**config.mk**
```make
export PLATFORM = sky130hd
export DESIGN_NAME = spi_master
export DESIGN_NICKNAME = d
export VERILOG_FILES = /design/src/rtl/spi_pkg.sv /design/src/rtl/spi_sclk_gen.sv /design/src/rtl/spi_master.sv
export SDC_FILE = /design/constraint.sdc
export NUM_CORES = 1
export LEC_CHECK = 0
export ABC_AREA = 0
export CORE_MARGIN = 2
export CORE_UTILIZATION = 35
export CTS_CLUSTER_DIAMETER = 100
export DETAILED_ROUTE_END_ITERATION = 7
export SYNTH_ARGS = -nofsm -noshare
export SYNTH_HDL_FRONTEND = slang
export SYNTH_SLANG_ARGS = --single-unit
export TNS_END_PERCENT = 5
```
**constraint.sdc**
```tcl
create_clock -name clk -period 2.8 [get_ports clk]
set_input_delay 0.42 -clock clk [delete_from_list [all_inputs] [get_ports clk]]
set_output_delay 0.42 -clock clk [all_outputs]
set_load 0.03 [all_outputs]
```
**src/rtl/spi_pkg.sv**
```systemverilog
// spi_pkg: SPI controller state encoding and frame width shared with the SPI slave
package spi_pkg;

    localparam int SPI_DATA_WIDTH = 16;

    typedef enum logic [2:0] {IDLE, SETUP, SHIFT, HOLD, GAP} spi_master_state_t;

endpackage

```
**src/rtl/spi_sclk_gen.sv**
```systemverilog
// spi_sclk_gen: divides clk into a CPOL=0 sclk and flags the clk edge on which sclk rises or falls
module spi_sclk_gen #(
    parameter int CLK_DIV = 4
) (
    input  logic clk,
    input  logic reset,
    input  logic en,
    output logic sclk,
    output logic rise_en,
    output logic fall_en
);

    localparam int CW = $clog2(CLK_DIV);

    logic [CW-1:0] cnt;
    logic          wrap;

    assign wrap    = cnt == CW'(CLK_DIV - 1);
    assign rise_en = en && wrap && !sclk;
    assign fall_en = en && wrap && sclk;

    // While disabled the counter is parked at terminal count so sclk rises on the first enabled cycle
    always_ff @(posedge clk or posedge reset) begin
        if (reset) begin
            cnt  <= CW'(CLK_DIV - 1);
            sclk <= 1'b0;
        end else if (!en) begin
            cnt  <= CW'(CLK_DIV - 1);
            sclk <= 1'b0;
        end else if (wrap) begin
            cnt  <= '0;
            sclk <= ~sclk;
        end else begin
            cnt  <= cnt + 1'b1;
        end
    end

endmodule

```
**src/rtl/spi_master.sv**
```systemverilog
// spi_master: full-duplex SPI controller, mode 0, MSB first; `SPI_MASTER_LOOPBACK_EN feeds mosi back into the rx shifter
module spi_master
    import spi_pkg::*;
#(
    parameter int DATA_WIDTH = 16,
    parameter int CLK_DIV    = 4,
    parameter int CS_SETUP   = 2,
    parameter int CS_HOLD    = 2,
    parameter int IDLE_GAP   = 2
) (
    input  logic                  clk,
    input  logic                  reset,
    input  logic [DATA_WIDTH-1:0] tx_data,
    input  logic                  tx_valid,
    output logic                  tx_ready,
    output logic [DATA_WIDTH-1:0] rx_data,
    output logic                  rx_valid,
    output logic                  busy,
    output logic                  sclk,
    output logic                  mosi,
    input  logic                  miso,
    output logic                  cs_bar
);

    localparam int BW = $clog2(DATA_WIDTH) + 1;

    spi_master_state_t     state;
    logic [15:0]           cnt;
    logic [BW-1:0]         bit_cnt;
    logic [DATA_WIDTH-1:0] tx_sr;
    logic [DATA_WIDTH-1:0] rx_sr;
    logic                  sclk_en;
    logic                  rise_en;
    logic                  fall_en;
    logic                  rx_bit;

    // Enabling the divider in the last SETUP cycle makes the first rise land exactly CS_SETUP cycles after cs_bar falls
    assign sclk_en = state == SHIFT || (state == SETUP && cnt == 16'(CS_SETUP - 1));

`ifdef SPI_MASTER_LOOPBACK_EN
    assign rx_bit = mosi;
`else
    assign rx_bit = miso;
`endif

    spi_sclk_gen #(.CLK_DIV(CLK_DIV)) u_sclk_gen (
        .clk    (clk),
        .reset  (reset),
        .en     (sclk_en),
        .sclk   (sclk),
        .rise_en(rise_en),
        .fall_en(fall_en)
    );

    // Frame sequencer: chip-select framing, shifting on sclk strobes, result hand-off
    always_ff @(posedge clk or posedge reset) begin
        if (reset) begin
            state    <= IDLE;
            cnt      <= '0;
            bit_cnt  <= '0;
            tx_sr    <= '0;
            rx_sr    <= '0;
            rx_data  <= '0;
            rx_valid <= 1'b0;
            mosi     <= 1'b0;
            cs_bar   <= 1'b1;
            tx_ready <= 1'b1;
            busy     <= 1'b0;
        end else begin
            rx_valid <= 1'b0;
            if (rise_en) begin
                mosi  <= tx_sr[DATA_WIDTH-1];
                tx_sr <= tx_sr << 1;
            end
            case (state)
                IDLE: begin
                    if (tx_valid && tx_ready) begin
                        tx_sr    <= tx_data;
                        cnt      <= '0;
                        bit_cnt  <= '0;
                        cs_bar   <= 1'b0;
                        tx_ready <= 1'b0;
                        busy     <= 1'b1;
                        state    <= SETUP;
                    end
                end
                SETUP: begin
                    if (cnt == 16'(CS_SETUP - 1)) begin
                        cnt   <= '0;
                        state <= SHIFT;
                    end else begin
                        cnt <= cnt + 1'b1;
                    end
                end
                SHIFT: begin
                    if (fall_en) begin
                        rx_sr   <= {rx_sr[DATA_WIDTH-2:0], rx_bit};
                        bit_cnt <= bit_cnt + 1'b1;
                        if (bit_cnt == BW'(DATA_WIDTH - 1)) state <= HOLD;
                    end
                end
                HOLD: begin
                    if (cnt == 16'(CS_HOLD - 1)) begin
                        cnt      <= '0;
                        cs_bar   <= 1'b1;
                        rx_data  <= rx_sr;
                        rx_valid <= 1'b1;
                        mosi     <= 1'b0;
                        state    <= GAP;
                    end else begin
                        cnt <= cnt + 1'b1;
                    end
                end
                GAP: begin
                    if (cnt == 16'(IDLE_GAP - 1)) begin
                        cnt      <= '0;
                        tx_ready <= 1'b1;
                        busy     <= 1'b0;
                        state    <= IDLE;
                    end else begin
                        cnt <= cnt + 1'b1;
                    end
                end
                default: state <= IDLE;
            endcase
        end
    end

endmodule

```
# After elaboration in Yosys (flattened, before gate mapping)
# Index checks and enable logic that the tools add are counted.
dict set report op_classes {
  addsub 3
  eq_ne 14
  mux 32
  n_bitwise 1
  reduce_logical 20
}
# operator count
set op_table {}
lappend op_table {{16-bit two-way mux} 5}
lappend op_table {{16-bit case mux with 2 select lines} 1}
lappend op_table {{3-bit two-way mux} 6}
lappend op_table {{16-bit by 1-bit adder with 16-bit output (second input constant)} 1}
lappend op_table {{16-bit by 1-bit == test with 1-bit output (second input constant)} 1}
lappend op_table {{3-bit case mux with 5 select lines} 1}
lappend op_table {{1-bit two-way mux} 11}
lappend op_table {{5-bit two-way mux} 2}
lappend op_table {{2-bit != test (second input constant)} 5}
lappend op_table {{5-bit case mux with 2 select lines} 1}
lappend op_table {{3-bit AND reduction} 3}
lappend op_table {{2-bit nonzero test} 4}
lappend op_table {{3-bit by 2-bit == test with 1-bit output (second input constant)} 2}
lappend op_table {{1-bit case mux with 2 select lines} 3}
lappend op_table {{2-bit AND reduction} 3}
lappend op_table {{6-bit AND reduction} 1}
lappend op_table {{5-bit by 1-bit adder with 5-bit output (second input constant)} 1}
lappend op_table {{5-bit by 4-bit == test with 1-bit output (second input constant)} 1}
lappend op_table {{1-bit logical AND} 5}
lappend op_table {{2-bit two-way mux} 2}
lappend op_table {{2-bit by 1-bit != test with 1-bit output (second input constant)} 2}
lappend op_table {{3-bit by 1-bit == test with 1-bit output (second input constant)} 1}
lappend op_table {{3-bit == test (second input constant)} 1}
lappend op_table {{3-bit zero test} 1}
lappend op_table {{other kinds (6)} 6}
dict set report totals {
  ff_bits 80
  input_bits 20
  output_inout_bits 22
  wordCells 83
}

# Longest topological paths before layout
# Gate-level depths: netlist of run 1.
dict set report depth {
  depth_word 8
  depth_mapped 8
  depth_no_buf 7
}

# Modules after synthesis
# Synthesis of run 1 repeated with hierarchy kept, for this count alone.
dict set report hier_totals {
  hier_cells 360
  hier_area_um2 3739.8
}
# module n_inst cells_each area_each_um2 seq_area_each_um2
set by_module_without_submodules {}
lappend by_module_without_submodules {spi_master 1 348 3604.7 1929.4}
lappend by_module_without_submodules {spi_sclk_gen 1 12 135.1 77.6}

# Worst setup path before layout of run 1
# OpenSTA, ideal clock, no wires.
dict set report synth_timing {
  path_type {register to register}
  start {register cnt[2]}
  end {register rx_data[0]}
  setup_time_ns 0.127
  t_arrival_ns 1.760
  t_required_ns 2.673
  slack_ns 0.913
  path_stages_with_launch 7
  path_buffers 2
  synth_period_minus_slack_ns 1.887
  path_cell_list {dfrtp_1 > clkbuf_1 > nor4_2 > nand4_1 > nor2_4 > buf_6 > mux2_1}
}
dict set report synth_between {
  elab_chain_cells 2
}
# element line
set synth_rtl {}
lappend synth_rtl {{start: declaration} spi_master.sv:28} ;# logic [15:0] cnt;
lappend synth_rtl {{start signal: assignment} spi_master.sv:92} ;# cnt <= cnt + 1'b1;
lappend synth_rtl {{start signal: assignment} spi_master.sv:111} ;# cnt <= cnt + 1'b1;
lappend synth_rtl {{start signal: assignment} spi_master.sv:121} ;# cnt <= cnt + 1'b1;
lappend synth_rtl {{16-bit by 1-bit == test with 1-bit output} spi_master.sv:103} ;# if (cnt == 16'(CS_HOLD - 1)) begin
lappend synth_rtl {{2-bit AND reduction (no line)} n/a}
lappend synth_rtl {{end signal: assignment} spi_master.sv:106} ;# rx_data <= rx_sr;
lappend synth_rtl {{end: declaration} spi_master.sv:16} ;# output logic [DATA_WIDTH-1:0] rx_data,
# Every way passes these cells.
# A chain may end at the register's enable or synchronous reset.

# Worst setup path after layout of run 1
dict set report layout_timing {
  start {register state[0]}
  end {register cnt[10]}
}
dict set report layout_between {
  elab_chain_cells 4
  elab_cells_between_ends 9
  cone_classes {4 x eq/ne; 1 x mux; 4 x reduce/logical}
}
# element line
set layout_rtl {}
lappend layout_rtl {{start: declaration} spi_master.sv:27} ;# spi_master_state_t state;
lappend layout_rtl {{start signal: assignment} spi_master.sv:58} ;# state <= IDLE;
lappend layout_rtl {{start signal: assignment} spi_master.sv:84} ;# state <= SETUP;
lappend layout_rtl {{start signal: assignment} spi_master.sv:90} ;# state <= SHIFT;
lappend layout_rtl {{3-bit by 1-bit == test with 1-bit output, or another cell as far along} spi_master.sv:75} ;# case (state)
lappend layout_rtl {{3-bit OR reduction (no line)} n/a}
lappend layout_rtl {{2-bit nonzero test (no line)} n/a}
lappend layout_rtl {{2-bit AND reduction (no line)} n/a}
# Parallel ways exist; a longest one is shown, timed or not.

==> results.py, run 1 <==
metrics = {
    "sta": {
        "fin_skew_ns": 0.01047,
        "timing.fmax_mhz": 444.3,
        "max-slew-margin-rel": 0.5043,
        "tightest_slew_ns": 0.7418,
        "period_share": 0.8038,
        "fin_tns_setup_ns": 0,
        "setup_ws_ns": 0.5493,
        "fin_crit_ns": 2.251,
        "rsz0062_at_grt": "no",
        "hold_viol": 0,
        "finalSetupViolations": 0,
        "drv_slew": 0,
    },
    "route": {
        "dr.first_iter.drc_count": 192,
        "first_pass_iters": 5,
        "drt-vias-per-instance": 5.395,
        "vias": 2962,
        "wl_mm": 8.423,
        "antenna_left": 0,
        "drc": 0,
        "wl_per_cell_um": 15.34,
    },
    "cts": {
        "cts_tree": "done",
        "cts_sinks": 80,
        "root_buffer": "clkbuf_16",
        "cts_made_buffers": 9,
        "cts_setup_buffers": 0,
        "cts-resized-gates": 0,
        "clock_path_buffers": 2,
        "worstSkewPairLatency_ns": 0.33,
        "cts-htree-levels": 3,
        "clk_pin_slew_worst_paths_ns": 0.06,
        "cts_hold_buf": 0,
    },
    "synthesis": {
        "syn_inst": 367,
        "synth_top_area_cell": "dfrtp_1",
        "ys_async_sr_fraction": 1.000,
        "synth_common_cells": "dfrtp_1, nor2_1, a31oi_1, mux2_2, nand2_1",
        "postSynthAreaPerCell_sq_um": 10.98,
        "synth_warnings": 0,
        "synth_edf_count": 0,
        "synth_most_common_cell": "dfrtp_1",
        "ys_seq_area_frac": 0.4981,
        "synth_top_area_frac": 0.4720,
        "synth_ff_type": "dfrtp_1",
        "syn-cell-area_sq_mm": 0.004029,
        "ys_top_cells_by_area": "dfrtp_1, mux2_2, a31oi_1",
        "synth_seq_cells": 80,
        "ys_types": 57,
        "synth_nets": 392,
    },
    "outcome": {
        "status": "finished, final reports clean",
    },
    "placed_design": {
        "dp_hpwl_mm": 5.352,
        "dp_slack_ns": 0.4788,
        "gp_congestion": 0.7662,
        "dp_cells": 533,
        "port-buffer-count": 41,
        "post_dp_cell_area_sq_mm": 0.004549,
    },
    "pwr": {
        "pwr-share-seq": 0.483,
        "vdd_drop_max_mv": 0.3306,
        "power.total_mw": 2.396,
        "clockPowerShare": 0.494,
        "p_switching_mw": 0.5121,
        "power_density_mw_per_mm2": 493.5,
        "p_sw_frac": 0.2138,
        "p_comb_frac": 0.023,
        "p_int_mw": 1.883,
        "p_leak_nw": 2.076,
    },
    "floorplan": {
        "start_util": 0.3559,
        "num_rows": 39,
        "core_area_sq_mm": 0.01132,
        "die_w_um": 111.3,
        "dieArea_sq_mm": 0.01239,
        "die_y_um": 111.3,
        "num_io_pins": 42,
    },
    "worst_setup_path": {
        "r2r_slack_ns": 0.55,
        "cp_data_required_time_ns": 3.03,
        "worstSetupStartpointType": "flop",
        "r2r_cells": 4,
        "path_class": "reg2reg",
        "worstReg2RegEnd": "cnt[10]",
        "arrival_ns": 2.48,
        "critPathMaxFanout": 15,
        "reg2reg_from": "state[0]",
        "end_kind": "flop",
        "critPathLaunch": "state[0]",
    },
    "layout": {
        "drive_gt1_frac": 0.1650,
        "area_growth_syn_to_layout_pct": 20.50,
        "design_area_sq_mm": 0.004855,
        "diodes": 0,
        "fin_cells": 549,
        "final_nets": 426,
        "n_fill_cell": 1098,
    },
    "global_routing": {
        "grt_usage": 0.1434,
        "grt_pass1_wl_mm": 14.68,
        "grt_pass1_vias": 3080,
        "overflow": 0,
        "antenna_found_initial": 0,
        "grt_max_degree": 42,
    },
    "worst_hold_path": {
        "min_to": "bit_cnt[4]",
        "hp-start": "bit_cnt[4]",
        "min-delay-path-class": "reg2reg",
        "hold_depth": 1,
    },
    "run": {
        "timing.max_cap.violations": 0,
    },
}
==> through the flow <==
step / hold WS (ns) / util
final: 0.4760 / 0.4288
after global placement: 0.4597 / 0.4019
after global routing: 0.5003 / 0.4288
after CTS: 0.4806 / 0.4288
after floorplan: 0.4496 / -
after detailed placement: 0.4665 / 0.4019
==> state kept, by name (all words and copies together) (netlist names), 2 cells and up <==
register,cells
tx_sr,16
state,3
cnt,16
rx_data,16
rx_sr,16
u_sclk_gen.cnt,2
bit_cnt,5
==> power by group through the flow <==
stage | logic, mW | registers (mW) | clock network [mW]
2_1_floorplan | 0.0184 | 1.18 | 0
3_3_place_gp | 0.0569 | 1.18 | 0
3_5_place_dp | 0.0575 | 1.18 | 0
4_1_cts | 0.0576 | 1.16 | 1.22
5_1_grt | 0.0624 | 1.16 | 1.26
6_report | 0.0548 | 1.16 | 1.18
==> critical path, cell delays in order (launching register included) <==
cell and delay, ns:
dfrtp_1 0.68, mux2_4 0.40, nor4_2 0.47, mux2_2 0.39, a211oi_1 0.20
==> layout by cell type (no fill, tap or decap), types with 7 or more instances in the layout <==
cell type        Yosys  final
mux2_1               9      9
nor2_1              28     28
nor4_1               8      8
mux2_2              24     24
dfrtp_1             76     76
o21ai_0              9      9
a31oi_1             24     24
nand2_1             17     17
a22oi_1             15     15
nand3_1             10     10
clkbuf_16            0      9
nor2b_1             11     11
buf_4                2      7
a21oi_1              7      7
o2111ai_1           15     15
clkdlybuf4s50_1      0     41
inv_1                9      8
==> routing by layer <==
layer	global-route usage	vias up	wire, um
met3	0.03718	6	367
li1	-	1450	-
met4	0.05432	0	104
met2	0.2183	56	3908
met1	0.1968	1450	4042
met5	0	-	0
==> kinds of logic after synthesis <==
group / share of synthesized area
AOI/OAI and AO/OA: 0.1618
xor gates and xnor gates: 0.008697
adders and majority gates: 0.01553
buffers and inverters: 0.04503
DFF: 0.4981
muxes: 0.1084
and+or+nand+nor: 0.1624
==> worst max path at each step <==
| stage | to | cells past startpoint |
|---|---|---|
| floorplan | bit_cnt[0] | 1 |
| global placement | cnt[10] | 5 |
| detailed placement | cnt[10] | 5 |
| CTS | cnt[10] | 4 |
| global route | cnt[10] | 4 |
| finish | cnt[10] | 4 |
==> final cells by class <==
| class | count | area (sq um) | area share |
|---|---|---|---|
| Inverter | 9 | 35.03 | 0.007216 |
| Sequential cell | 80 | 2007 | 0.4134 |
| Multi-Input combinational cell | 252 | 1846 | 0.3802 |
| Clock inverter | 7 | 80.08 | 0.01649 |
| Tap cell | 143 | 178.9 | 0.03686 |
| Clock buffer | 9 | 225.2 | 0.04639 |
| Timing Repair Buffer | 49 | 483.0 | 0.09948 |
Power figures use the tool's default switching activity.
==> inputs of run 2 (changes only) <==
==> constraint.sdc (replaced) <==
create_clock -name clk -period 1.9 [get_ports clk]
set_input_delay 0.285 -clock clk [delete_from_list [all_inputs] [get_ports clk]]
set_output_delay 0.285 -clock clk [all_outputs]
set_load 0.03 [all_outputs]
==> run 2 against run 1 <==
The flow now finishes with violations (setup timing). Fmax up 15%. Total power up 51%. Critical path type unchanged. Clock-buffer cell count is 1 higher. Sequential cell count stayed put. Core utilization is 5.2 points higher. Die area unchanged. Clock power up 53%. Sequential power is 47% higher. Largest cell class unchanged. Combinational power rose by 58%. First-iteration DRC count down 15%. Critical endpoint is now rx_data[5].
==> results.py, run 2 (synthesized netlist as in run 1, its figures left out) <==
metrics = {
    "placed_design": {
        "post_dp_cell_area_sq_mm": 0.004892,
        "gp_congestion": 0.8121,
        "dp_slack_ns": -0.06907,
        "dp_cells": 570,
        "dp_hpwl_mm": 5.792,
        "port-buffer-count": 41,
    },
    "sta": {
        "hold_viol": 0,
        "fin_skew_ns": 0.01100,
        "fin_tns_setup_ns": -0.4265,
        "setup_ws_ns": -0.05067,
        "fin_crit_ns": 1.951,
        "max-slew-margin-rel": 0.7013,
        "finalSetupViolations": 11,
        "period_share": 1.027,
        "rsz0062_at_grt": "yes",
        "timing.fmax_mhz": 512.6,
        "drv_slew": 0,
        "tightest_slew_ns": 0.4481,
        "fin_hold_ws_ns": 0.2817,
    },
    "layout": {
        "diodes": 0,
        "area_growth_syn_to_layout_pct": 35.12,
        "drive_gt1_frac": 0.2895,
        "design_area_sq_mm": 0.005444,
        "fin_cells": 592,
        "most-common-layout-cells": "dfrtp_1, buf_4, clkdlybuf4s50_1",
        "final_nets": 469,
        "final_common_cell": "dfrtp_1",
    },
    "cts": {
        "cts-htree-levels": 3,
        "clock_path_buffers": 2,
        "cts_sinks": 80,
        "clk_pin_slew_worst_paths_ns": 0.07,
        "cts_tree": "done",
        "cts_made_buffers": 9,
        "root_buffer": "clkbuf_16",
        "worstSkewPairLatency_ns": 0.34,
    },
    "worst_setup_path": {
        "end_kind": "flop",
        "cp_data_required_time_ns": 2.13,
        "arrival_ns": 2.18,
        "cpPeakStageDelay_ns": 0.40,
        "r2r_slack_ns": -0.05,
        "critPathMaxFanout": 8,
        "cp_top_family": "simple AND/OR/NAND/NOR gates",
        "path_class": "reg2reg",
        "worstSetupStartpointType": "flop",
        "cp_num_buf_inv": 2,
        "crit_slowest_cell": "dfrtp_1",
        "cp_cell_sequence": "nor4_2 > buf_4 > nand4_1 > nor2_4 > clkbuf_16 > mux2_4",
    },
    "floorplan": {
        "die_w_um": 111.3,
        "dieArea_sq_mm": 0.01239,
        "num_io_pins": 42,
        "num_rows": 39,
        "start_util": 0.3559,
        "core_area_sq_mm": 0.01132,
        "die_y_um": 111.3,
    },
    "global_routing": {
        "antenna_found_initial": 0,
        "grt_usage": 0.1520,
        "grt_pass1_vias": 3325,
        "overflow": 0,
        "grt_max_degree": 35,
        "grt_pass1_wl_mm": 15.58,
    },
    "route": {
        "vias": 3207,
        "drt-vias-per-instance": 5.417,
        "wl_met2_mm": 4.613,
        "wl_met3_um": 397,
        "drc": 0,
        "wl_mm": 9.420,
        "wl_per_cell_um": 15.91,
        "dr.first_iter.drc_count": 164,
        "top_layer": "met4",
        "antenna_left": 0,
        "wl_met1_mm": 4.332,
        "first_pass_iters": 4,
    },
    "pwr": {
        "power_density_mw_per_mm2": 662.4,
        "p_leak_nw": 2.326,
        "vdd_drop_max_mv": 0.6349,
    },
    "worst_hold_path": {
        "min-delay-path-class": "in2async",
    },
    "run": {
        "timing.max_cap.violations": 0,
    },
    "outcome": {
        "violations": "setup timing",
        "status": "complete, but fails checks",
    },
}
-- run 2: worst paths after layout --
| path | startpoint | end | depth (start not counted) |
|---|---|---|---|
| setup / recovery | cnt[9] | rx_data[5] | 6 |
| setup reg to reg | cnt[9] | rx_data[5] | 6 |
| hold / removal | reset | rx_data[12] | 2 |
| min in group clk | bit_cnt[4] | bit_cnt[4] | 1 |
| hold reg to reg | bit_cnt[4] | bit_cnt[4] | 1 |
| max in group asynchronous | reset | cs_bar | 3 |
-- run 2: final cells by class --
cell class	count	area [sq um]
inverters	9	37.54
fillers	1057	5877
multi-input cells	252	1991
repair buffers	92	918.4
clock inverters	6	72.57
clock buffers	10	239.0
well taps	143	178.9
flip-flops and latches	80	2007
-- run 2: metrics by stage --
step | total power, mW | util
finish | 3.606 | 0.4809
detailed placement | 1.828 | 0.4321
global route | 3.716 | 0.4809
floorplan | 1.764 | -
CTS | 3.643 | 0.4603
global placement | 1.826 | 0.4321
-- run 2: where the power goes --
group	switching [mW]	leakage [nW]	internal, mW	total, mW
Sequential	0.000884	0.987	1.70	1.71
Clock	0.744	0.150	1.07	1.81
Combinational	0.0425	1.19	0.0442	0.0868
-- run 2: per-layer routing --
layer / track usage / vias to the layer above
met3: 0.04101 / 8
met2: 0.2427 / 73
met1: 0.1998 / 1598
met4: 0.05350 / 0
li1: - / 1528
met5: 0 / -
-- run 2: repair_timing --
action | 4_1_cts | 5_1_grt
hold endpoints to repair | 0 | 0
setup buffers | 0 | 4
resized for setup | 3 | 34
gates cloned | 0 | 2
endpoints found under the setup margin | 29 | 35
pin swaps | 2 | 3
hold buffers | 0 | 0
==> edit 1, RTL diff (flow settings as in run 1) <==
Encoding of `spi_master_state_t`: now one-hot (5 bits for 5 states).
--- a/src/rtl/spi_pkg.sv
+++ b/src/rtl/spi_pkg.sv
@@ -3,7 +3,7 @@
 
     localparam int SPI_DATA_WIDTH = 16;
 
-    typedef enum logic [2:0] {IDLE, SETUP, SHIFT, HOLD, GAP} spi_master_state_t;
+    typedef enum logic [4:0] {IDLE = 5'b00001, SETUP = 5'b00010, SHIFT = 5'b00100, HOLD = 5'b01000, GAP = 5'b10000} spi_master_state_t;
 
 endpackage
 
Function: same outputs for any inputs over 10 cycles, from zero or initial values and one cycle with reset high; not proved beyond that.
==> edit 1 against run 1 <==
Power decreased by 15%. Area after synthesis decreased by 6.8%. Wire length decreased by 14%. Largest cell class unchanged. Final area decreased by 7.6%. Combinational power decreased by 3%. Global-route usage decreased by 0.42 points. Highest routed layer unchanged. Worst setup slack got worse by 130 ps. Sequential share of layout area increased by 4.5 points. Sequential cell count increased by 2. First-iteration DRC count decreased by 42%. Cell count decreased by 6.4%.
==> edit 1: results (changes against run 1) <==
[global_routing]
grt_first_pass_wirelength_um=12700  ; was 14,700 um
first_global_vias=2692  ; was 3,080
grt_max_degree=72  ; was 42
grt_usage=0.139  ; was 0.143

[worst_setup_path]
slowest_stage=nor2_1  ; was dfrtp_1
path_delay_family=simple AND/OR/NAND/NOR gates  ; was multiplexers
r2r_cells=6  ; was 4
r2r_end=cnt[14]  ; was cnt[10]
crit_path_max_incr_delay_ps=760  ; was 680 ps
cp.arrival_ps=2630  ; was 2480 ps
crit_fanout=14  ; was 15

[drt]
drt_iter0_drc=111  ; was 192
viasPerCell=5.09  ; was 5.40
dr.pass1.iters=4  ; was 5
vias=2618  ; was 2,962
wl_per_cell_um=14.2  ; was 15.3 um

[place]
place_area_um2=4300  ; was 4550 um2
place_inst=498  ; was 533
dp_hpwl_um=4890  ; was 5350 um
place_congestion=0.831  ; was 0.766

[cells_and_area]
nets=398  ; was 426
drive_gt1_frac=0.188  ; was 0.165

[power]
ir_worst_vdd_uv=280  ; was 331 uV
p_leak_nw=2.09  ; was 2.08 nW

[synth]
synth_cell_types=47  ; was 57
synth_common_cells=77 x dfrtp_1, 32 x mux2_2, 23 x nor2_1  ; was 76 x dfrtp_1, 28 x nor2_1, 24 x a31oi_1, 24 x mux2_2, 17 x nand2_1
ys_seq_area_frac=0.548  ; was 0.498
synthTopCellsByArea=dfrtp_1 51%, mux2_2 9.6%, mux2i_1 4.5%  ; was dfrtp_1 47%, mux2_2 6.7%, a31oi_1 3.7%

[clocking]
cts_root_buf=clkbuf_8  ; was clkbuf_16
clkLatencyLatePin_ps=360  ; was 330 ps
cts.sinks=82  ; was 80
path_clk_slew_ps=90  ; was 60 ps

[timing]
worst_slew_pin_slew_ps=960  ; was 742 ps

[outcome]
outcome=finished clean  ; unchanged

## edit 1: changes by cell type after synthesis, sizes merged, moves of 7 or more
cell            run 1  this run
a31oi              24         3
a22oi              15         0
o2111ai            15         0
mux2i               5        17
a21oi               8        19
a21o                3        10
nor2b              11         4
o21ai              10        17
## edit 1: where the power goes
part | internal, mW | leakage, nW | total, mW | switching (mW)
logic | 0.0266 | 1.02 | 0.0533 | 0.0266
registers | 1.18 | 0.980 | 1.18 | 0.000479
clock network | 0.339 | 0.0929 | 0.804 | 0.465
total | 1.55 | 2.09 | 2.04 | 0.492
## edit 1: cell families after synthesis
logic type / count (synthesis) / share of synthesized area
AND/OR/NAND/NOR: 103 / 0.146
buffers and inverters: 25 / 0.0360
adder cells (fa/ha/maj): 5 / 0.0167
multiplexers: 49 / 0.141
flip-flops: 82 / 0.548
XOR/XNOR: 2 / 0.00467
AO/OA/AOI/OAI: 64 / 0.107
## edit 1: layout make-up
type	instances	area, um2
timing repair buffer	47	468
tap	136	170
sequential	82	2060
multi-input combinational	223	1570
fill	1018	5880
clock buffer	9	124
inverter	10	38.8
clock inverter	7	58.8
## edit 1: worst min path at each step
stage                     startpoint         end  slack (ps)  cells past startpoint
after CTS                      reset  rx_data[3]         280                      2
after detailed placement  bit_cnt[4]  bit_cnt[4]         470                      2
after global routing           reset  rx_data[3]         280                      2
after floorplan           bit_cnt[4]  bit_cnt[4]         450                      2
final                          reset  rx_data[3]         290                      2
after global placement    bit_cnt[4]  bit_cnt[4]         460                      2
## edit 1: per-layer routing
metal / wire length [um] / vias to the layer above / global-route usage
li1: - / 1289 / -
met1: 3490 / 1261 / 0.187
met2: 3300 / 51 / 0.208
met3: 337 / 17 / 0.0490
met4: 147 / 0 / 0.0495
met5: 0 / - / 0
==> edit 2, RTL diff (config.mk and constraints of run 1) <==
Made on the original files. `CLK_DIV` is set to 4 in 2 places; all go to 2.
--- a/src/rtl/spi_sclk_gen.sv
+++ b/src/rtl/spi_sclk_gen.sv
@@ -1,6 +1,6 @@
 // spi_sclk_gen: divides clk into a CPOL=0 sclk and flags the clk edge on which sclk rises or falls
 module spi_sclk_gen #(
-    parameter int CLK_DIV = 4
+    parameter int CLK_DIV = 2
 ) (
     input  logic clk,
     input  logic reset,
--- a/src/rtl/spi_master.sv
+++ b/src/rtl/spi_master.sv
@@ -3,7 +3,7 @@
     import spi_pkg::*;
 #(
     parameter int DATA_WIDTH = 16,
-    parameter int CLK_DIV    = 4,
+    parameter int CLK_DIV    = 2,
     parameter int CS_SETUP   = 2,
     parameter int CS_HOLD    = 2,
     parameter int IDLE_GAP   = 2
Formal check against the unedited RTL: not equivalent (a bounded check fails within 10 cycles, from zero or initial values and one cycle with reset high).
==> edit 2 against run 1 <==
Clock skew up 1.2 ps. Power fell by 12%. Worst setup slack worse by 78 ps. Non-clock buffer count fell by 3. Hold slack lost 0.83 ps. Count of clock-buffer cells in the layout is 2 higher. Wire length decreased by 23%. Sequential cell count down 1. Final area fell by 11%. Synthesized cell count fell by 16%. Area after synthesis down 11%.
==> edit 2: results (changes against run 1) <==
[synth]
synth_common_cells=76 x dfrtp_1, 38 x nor2_1, 31 x nand2_1  ; was 76 x dfrtp_1, 28 x nor2_1, 24 x a31oi_1, 24 x mux2_2, 17 x nand2_1
synthTopCellsByArea=dfrtp_1 53%, mux2_1 6.0%, mux2_2 4.7%  ; was dfrtp_1 47%, mux2_2 6.7%, a31oi_1 3.7%
syn_inst=310  ; was 367
synth_cell_types=46  ; was 57

[worst_setup_path]
slowest_stage=and4_1  ; was dfrtp_1
r2r_cells=8  ; was 4
r2r_end=rx_data[2]  ; was cnt[10]
r2r_slack_ps=470  ; was 550 ps
path_delay_family=simple AND/OR/NAND/NOR gates  ; was multiplexers
crit_fanout=18  ; was 15

[global_routing]
grt_first_pass_wirelength_um=11200  ; was 14,700 um
grt_use_met1=0.172  ; was 0.197
met2_usage=0.193  ; was 0.218
grt_usage=0.127  ; was 0.143
first_global_vias=2314  ; was 3,080
grt_use_met3=0.0343  ; was 0.0372

[cells_and_area]
area_delta_synth_final_pct=21.3  ; was 20.5%
nets=376  ; was 426

[place]
place_congestion=0.728  ; was 0.766
dp_hpwl_um=4450  ; was 5350 um
place_inst=474  ; was 533

[power]
ir_worst_vdd_uv=273  ; was 331 uV
power.internal_mw=1.67  ; was 1.88 mW

[worst_hold_path]
hold_class=in -> async  ; was reg -> reg

[drt]
viasPerCell=4.87  ; was 5.40
wl_per_cell_um=13.3  ; was 15.3 um
wl_met1_um=3110  ; was 4040 um
drt_iter0_drc=122  ; was 192
dr.pass1.iters=4  ; was 5
wl_met3_um=207  ; was 367 um

[clocking]
path_clk_slew_ps=80  ; was 60 ps
clkLatencyLatePin_ps=350  ; was 330 ps

[timing]
fin_skew_ps=11.7  ; was 10.5 ps
slew_headroom=0.627  ; was 0.504

[outcome]
outcome=finished clean  ; unchanged

[edit 2: kinds of logic (layout without fill, tap and decap cells)]
logic type / count (synthesis) / count (layout) / synth area share
compound gates: 42 / 42 / 0.0888
xor+xnor: 14 / 14 / 0.0344
fa+ha+maj: 4 / 4 / 0.0140
buf+inv: 21 / 68 / 0.0323
flops: 79 / 79 / 0.555
mux: 38 / 38 / 0.120
simple gates: 112 / 112 / 0.155
[edit 2: worst reg2reg max path: stages (launching register included)]
cell     delay (ps)
dfrtp_1         410
inv_1            70
ha_1            120
nor3b_1         230
and4_1          460
nand2_4         110
nor3b_4         280
buf_12          200
mux2_1          340
[edit 2: area by class of cell]
class | instances | area [um2]
well taps | 133 | 166
clock buffers | 11 | 131
repair buffers | 46 | 473
flip-flops and latches | 79 | 1980
multi-input cells | 210 | 1470
fillers | 927 | 5490
inverters | 6 | 22.5
clock inverters | 5 | 81.3
[edit 2: power by group through the flow]
| stage | clock network [mW] | logic [mW] | registers [mW] |
|---|---|---|---|
| 5_1_grt | 1.01 | 0.0610 | 1.14 |
| 4_1_cts | 0.937 | 0.0569 | 1.14 |
| 2_1_floorplan | 0 | 0.0177 | 1.16 |
| 3_3_place_gp | 0 | 0.0566 | 1.16 |
| 3_5_place_dp | 0 | 0.0568 | 1.16 |
| 6_report | 0.907 | 0.0540 | 1.14 |
[edit 2: metrics by stage]
stage	hold slack [ps]	utilization	cell area [um2]	power [mW]	setup WS (ps)
2_1_floorplan	449	-	3570	1.18	362
3_3_place_gp	465	0.419	4110	1.22	513
3_5_place_dp	466	0.419	4110	1.22	466
4_1_cts	484	0.440	4330	2.13	454
5_1_grt	499	0.440	4330	2.21	337
6_report	475	0.440	4330	2.10	472
